### src/rtl/idu_inst_queue_pkg.sv
// Shared definitions for the IDU instruction queue: default data width,
// RISC-V register-index field positions and the queue entry payload.
package idu_inst_queue_pkg;

    localparam int unsigned XLEN_DEFAULT = 32;
    localparam int unsigned REG_IDX_W    = 5;

    // Source register fields inside a 32-bit instruction word
    localparam int unsigned RS1_LSB = 15;
    localparam int unsigned RS1_MSB = 19;
    localparam int unsigned RS2_LSB = 20;
    localparam int unsigned RS2_MSB = 24;

    // One queued instruction
    typedef struct packed {
        logic [XLEN_DEFAULT-1:0] pc;
        logic [XLEN_DEFAULT-1:0] inst;
        logic                    commit;
    } iq_entry_t;

endpackage

### src/rtl/idu_hazard_check.sv
// Load-use hazard detector for the instruction at the queue head.
// Ports:
//   head_present - a head instruction is being presented
//   inst         - head instruction word
//   load_valid   - EX stage holds a load
//   load_rd      - destination register of that load
//   stall_c      - head reads the register the load is still producing
module idu_hazard_check
    import idu_inst_queue_pkg::*;
(
    input  logic                    head_present,
    input  logic [XLEN_DEFAULT-1:0] inst,
    input  logic                    load_valid,
    input  logic [REG_IDX_W-1:0]    load_rd,
    output logic                    stall_c
);

    logic [REG_IDX_W-1:0] rs1_c;
    logic [REG_IDX_W-1:0] rs2_c;
    logic                 unused_inst_bits_c;

    // x0 is never a real dependency, so rd==0 never stalls
    always_comb begin
        rs1_c              = inst[RS1_MSB:RS1_LSB];
        rs2_c              = inst[RS2_MSB:RS2_LSB];
        unused_inst_bits_c = ^{inst[XLEN_DEFAULT-1:RS2_MSB+1], inst[RS1_LSB-1:0]};
        stall_c            = head_present && load_valid && (load_rd != '0) &&
                             ((load_rd == rs1_c) || (load_rd == rs2_c));
    end

endmodule

### src/rtl/idu_inst_queue.sv
// IDU instruction queue: circular FIFO between fetch and decode/EX with
// load-use hazard gating on the head entry.
// Optional feature: define IDU_QUEUE_BYPASS_EN to forward an incoming entry
// straight to the head outputs while the queue is empty.
// Ports:
//   clk, rst                        - clock, synchronous active-high reset
//   IDU_i_valid / IDU_o_ready       - upstream handshake
//   IDU_i_pc, IDU_i_inst, IDU_i_commit - upstream entry
//   IDU_i_flush                     - drop every queued entry
//   EXU_i_load_valid, EXU_i_load_rd - load currently in EX
//   IDU_o_valid / IDU_i_ready       - downstream handshake
//   IDU_o_pc, IDU_o_inst, IDU_o_commit - head entry
//   IDU_o_stall                     - head blocked by load-use hazard
//   IDU_o_count                     - occupancy
// XLEN must match the package entry width.
module idu_inst_queue
    import idu_inst_queue_pkg::*;
#(
    parameter int unsigned DEPTH = 4,
    parameter int unsigned XLEN  = XLEN_DEFAULT
) (
    input  logic                    clk,
    input  logic                    rst,
    input  logic                    IDU_i_valid,
    output logic                    IDU_o_ready,
    input  logic [XLEN-1:0]         IDU_i_pc,
    input  logic [XLEN-1:0]         IDU_i_inst,
    input  logic                    IDU_i_commit,
    input  logic                    IDU_i_flush,
    input  logic                    EXU_i_load_valid,
    input  logic [REG_IDX_W-1:0]    EXU_i_load_rd,
    output logic                    IDU_o_valid,
    input  logic                    IDU_i_ready,
    output logic [XLEN-1:0]         IDU_o_pc,
    output logic [XLEN-1:0]         IDU_o_inst,
    output logic                    IDU_o_commit,
    output logic                    IDU_o_stall,
    output logic [$clog2(DEPTH):0]  IDU_o_count
);

    localparam int unsigned PTR_W = $clog2(DEPTH);
    localparam int unsigned CNT_W = PTR_W + 1;

    iq_entry_t        mem [DEPTH];
    logic [PTR_W-1:0] rd_ptr;
    logic [PTR_W-1:0] wr_ptr;
    logic [CNT_W-1:0] count;

    iq_entry_t in_entry_c;
    iq_entry_t head_c;
    logic      empty_c;
    logic      full_c;
    logic      bypass_c;
    logic      head_present_c;
    logic      stall_c;
    logic      valid_c;
    logic      ready_c;
    logic      pop_c;
    logic      push_c;
    logic      wr_en_c;
    logic      rd_adv_c;

    // Incoming entry in package layout
    always_comb begin
        in_entry_c = '{pc:     XLEN_DEFAULT'(IDU_i_pc),
                       inst:   XLEN_DEFAULT'(IDU_i_inst),
                       commit: IDU_i_commit};
    end

    // Bypass is only possible when nothing older is queued
`ifdef IDU_QUEUE_BYPASS_EN
    assign bypass_c = empty_c && IDU_i_valid;
`else
    assign bypass_c = 1'b0;
`endif

    // Head selection: forwarded input or oldest stored entry
    always_comb begin
        empty_c        = (count == '0);
        full_c         = (count == CNT_W'(DEPTH));
        head_present_c = !empty_c || bypass_c;
        head_c         = bypass_c ? in_entry_c : mem[rd_ptr];
    end

    idu_hazard_check u_hazard (
        .head_present (head_present_c),
        .inst         (head_c.inst),
        .load_valid   (EXU_i_load_valid),
        .load_rd      (EXU_i_load_rd),
        .stall_c      (stall_c)
    );

    // Handshakes; a forwarded entry consumed this cycle is never stored
    always_comb begin
        valid_c  = head_present_c && !stall_c;
        pop_c    = valid_c && IDU_i_ready;
        ready_c  = !full_c || pop_c;
        push_c   = IDU_i_valid && ready_c;
        wr_en_c  = push_c && !(bypass_c && pop_c) && !IDU_i_flush;
        rd_adv_c = pop_c && !bypass_c && !IDU_i_flush;
    end

    // Pointer and occupancy state
    always_ff @(posedge clk) begin
        if (rst) begin
            rd_ptr <= '0;
            wr_ptr <= '0;
            count  <= '0;
        end else if (IDU_i_flush) begin
            rd_ptr <= '0;
            wr_ptr <= '0;
            count  <= '0;
        end else begin
            if (wr_en_c) begin
                wr_ptr <= wr_ptr + PTR_W'(1);
            end
            if (rd_adv_c) begin
                rd_ptr <= rd_ptr + PTR_W'(1);
            end
            case ({wr_en_c, rd_adv_c})
                2'b10:   count <= count + CNT_W'(1);
                2'b01:   count <= count - CNT_W'(1);
                default: count <= count;
            endcase
        end
    end

    // Entry storage; contents are don't-care until written
    always_ff @(posedge clk) begin
        if (wr_en_c && !rst) begin
            mem[wr_ptr] <= in_entry_c;
        end
    end

    // Output drive
    always_comb begin
        IDU_o_ready  = ready_c;
        IDU_o_valid  = valid_c;
        IDU_o_stall  = stall_c;
        IDU_o_pc     = XLEN'(head_c.pc);
        IDU_o_inst   = XLEN'(head_c.inst);
        IDU_o_commit = head_c.commit;
        IDU_o_count  = count;
    end

endmodule

### config.mk
export PLATFORM = sky130hd
export DESIGN_NAME = idu_inst_queue
export DESIGN_NICKNAME = d
export VERILOG_FILES = /design/src/rtl/idu_inst_queue_pkg.sv /design/src/rtl/idu_hazard_check.sv /design/src/rtl/idu_inst_queue.sv
export SDC_FILE = /design/constraint.sdc
export NUM_CORES = 1
export LEC_CHECK = 0
export ABC_AREA = 1
export BUFFER_PORTS_ARGS = -buffer_cell sky130_fd_sc_hd__buf_4
export CORE_MARGIN = 3
export CORE_UTILIZATION = 55
export DETAILED_ROUTE_END_ITERATION = 7
export GPL_TIMING_DRIVEN = 0
export PLACE_DENSITY = 0.77
export SLEW_MARGIN = 5
export SYNTH_ARGS = -nofsm -noshare
export SYNTH_HDL_FRONTEND = slang
export SYNTH_SLANG_ARGS = --single-unit
### constraint.sdc
create_clock -name clk -period 15.9 [get_ports clk]
set_clock_uncertainty 0.1 [all_clocks]
set_input_delay 3.18 -clock clk [delete_from_list [all_inputs] [get_ports clk]]
set_output_delay 3.18 -clock clk [all_outputs]
set_load 0.01 [all_outputs]
==> summary.txt <==
Setup path
  • Maximum net fanout on the critical path: 7
  • Critical path class: in -> out
  • Critical Path End Type: output port
  • Critical Path, Cell by Cell: buf_4, inv_1, nand3_1, nand2_1, nor2_1, nand3_1, nand2_1, nand2_2, nand3_2, nand2_2, buf_4
  • Cell at the slowest stage of the critical path: buf_4
  • Crit start category: input pin
  • WP data arrival: 4.21 ns
  • Worst Path Required: 12.62 ns
  • Worst reg2reg setup slack: 12.39 ns
  • Slowest stage delay, CP: 0.15 ns
  • Crit path buf inv count: 3
  • Crit path max-delay family: simple AND/OR/NAND/NOR gates

Floorplan
  • Die Footprint: 0.02046 sq mm
  • Core ar.: 0.01821 sq mm
  • I/O pins: 147
  • Row count: 49
  • Die X: 143.1 um
  • Die H: 143.1 um
  • Initial Util: 0.5674

STA
  • F_max: 133.6 MHz
  • RSZ-0062 raised after global routing: false
  • Setup TNS: 0 ns
  • Final slew viol count: 0
  • Slew margin rel.: 0.4910
  • Tmin final: 7.487 ns
  • Actual slew at the worst max-slew pin: 0.7617 ns
  • Final-report setup violation count: 0
  • Part of the cycle the worst path needs: 0.4709
  • Final worst slack: 8.413 ns
  • Final hold vios: 0

Synthesis
  • Average size of a mapped cell: 13.37 sq um
  • Post-synthesis async set-or-reset flop share: 0
  • Synth warnings: 0
  • Mapped Area: 0.01033 sq mm
  • Top cells by area, synth: edfxtp_1 76%, o21ai_0 5.5%, nor2_1 4.5%
  • Top cell type's share of synthesized area: 0.7557
  • Synth cell types: 23
  • Ys flop type: edfxtp_1
  • Most numerous cell in the Yosys netlist: edfxtp_1
  • Flops & latches, synth: 269
  • Syn nets: 855
  • Syn Inst Count: 773
  • EDFF count, synth: 260
  • Yosys top cell by area: edfxtp_1
  • Synth top cells by count: 260 x edfxtp_1, 123 x nor2_1, 113 x o21ai_0
  • Sequential-to-total area share from yosys stat: 0.7732

Clock tree
  • TritonCTS Buffers: 26
  • # hold bufs at CTS: 0
  • Clock transition at path regs: 0.06 ns
  • CTS tree: done
  • Root buffer cell: clkbuf_16
  • Clk sinks: 269
  • Post-CTS Setup Inserts: 0
  • Worst-Skew Late Latency: 0.52 ns
  • Post-CTS resize count: 0
  • Htree depth: 1
  • Clock buffer depth: 3

Finish
  • Inserted Diodes: 0
  • Layout cells sized above 1: 0.2109
  • Nets: 1,037
  • Area grow syn2layout: 23.39%

Run
  • Max Cap Violations: 0

Global route
  • Largest net degree at the start of global routing: 30
  • Gr ovfl total: 0
  • Global Route Usage Sum: 0.2180
  • Global-route wire length before repair: 34,620 um
  • Initial antenna violation count: 0
  • Vias in the first global route: 6,591

Power and ir drop
  • Leak: 4.650 nW
  • PD cells: 113.0 mW/mm^2
  • Peak VDD IR: 0.08580 mV
  • Tot Pwr: 0.001440 W

Place
  • Dpl hpwl: 14,530 um
  • Global placer's final weighted congestion: 0.7825
  • Port Buf Inserts: 146
  • Pre-CTS WS: 8.403 ns

Hold path
  • HP Class: reg -> reg

Drt
  • Vias: 6,710
  • Vias per cell: 5.587
  • DR iter-0 viols: 478
  • TritonRoute pass-1 iters: 5
  • Routed Wire Length: 22,470 um
  • Wire per inst: 18.71 um
  • Residual DRC count: 0
  • ANT nets after route: 0

Status
  • Outcome: finished, final reports clean
==> placed cells by master, fill, tap and decap left out <==
master	instances
edfxtp_1	260
buf_4	148
nor2_1	119
o21ai_0	113
nand2_1	77
o22ai_1	55
clkbuf_1	37
inv_1	33
nand3_1	32
clkbuf_16	26
dfxtp_1	9
a21oi_1	9
clkinv_1	6
ha_1	5
buf_12	5
buf_2	4
buf_1	4
nor2_4	4
xor2_1	3
nor3_1	3
bufinv_16	3
clkinv_2	3
buf_16	3
inv_2	2
nand2_2	2
a31oi_1	1
nand4_2	1
nand3_2	1
nand3b_2	1
fa_1	1
clkinv_8	1
clkinvlp_4	1
==> kinds of logic after synthesis <==
kind of cell    count (synthesis)  synth area share
compound gates                178           0.09301
xor+xnor                        3          0.002544
fa+ha+maj                       6          0.007993
buf+inv                        77           0.02919
flops                         269            0.7732
simple gates                  240           0.09410
==> area by class of cell <==
class	instances	area [sq um]
fill	1225	5461
sequential	269	7988
buffer	42	170.2
tap	229	286.5
clock inverter	14	151.4
clock buffer	31	669.4
inverter	35	131.4
multi-input combinational	427	2072
timing repair buffer	154	1279
==> metrics by stage <==
| step | cell area [sq um] | cells | utilization | hold WS [ns] |
|---|---|---|---|---|
| after global placement | 11710 | 1148 | 0.6433 | 0.3902 |
| final | 12750 | 1201 | 0.7001 | 0.4075 |
| after detailed placement | 11930 | 1156 | 0.6550 | 0.3962 |
| after global routing | 12750 | 1201 | 0.7001 | 0.4426 |
| after CTS | 12750 | 1201 | 0.7001 | 0.4059 |
| after floorplan | 10330 | 773 | - | 0.3691 |
==> metal layers <==
layer | vias up | track usage | share of wire
li1 | 3184 | - | -
met1 | 3230 | 0.2941 | 0.41
met2 | 264 | 0.3702 | 0.50
met3 | 32 | 0.04655 | 0.078
met4 | 0 | 0.04802 | 0.014
met5 | - | 0 | 0
==> flip-flops by register name (all words and copies together) (netlist names), named ones only <==
register and flops:
IDU_o_count 3, mem 260, rd_ptr 2, wr_ptr 2
==> power breakdown <==
part / leakage (nW) / internal, W / switching (W)
Clock: 0.397 / 0.000347 / 0.000246
Combinational: 1.83 / 0.0000278 / 0.0000331
Sequential: 2.42 / 0.000785 / 0.00000201
Total: 4.65 / 0.00116 / 0.000281
==> path summary, 6_finish.rpt <==
| kind | start | end | cells after the start |
|---|---|---|---|
| min | IDU_o_count[2] | IDU_o_count[2] | 2 |
| max | EXU_i_load_rd[3] | IDU_o_ready | 11 |
| max reg2reg | flop | mem[2][31] | 15 |
| min reg2reg | IDU_o_count[2] | IDU_o_count[2] | 2 |
==> worst reg2reg max path: stages, from the launching register on <==
cell,delay (ns)
dfxtp_1,0.35
clkbuf_1,0.45
nand3_1,0.23
nand2_1,0.12
nand2_1,0.05
nand2_1,0.05
nor2_1,0.04
nand3_1,0.07
nand2_1,0.06
nand2_2,0.10
nand3_2,0.08
nand2_2,0.14
nand3b_2,0.23
nor2_4,0.62
buf_16,0.25
buf_12,0.22
No activity file was read; power rests on OpenSTA's default activity.
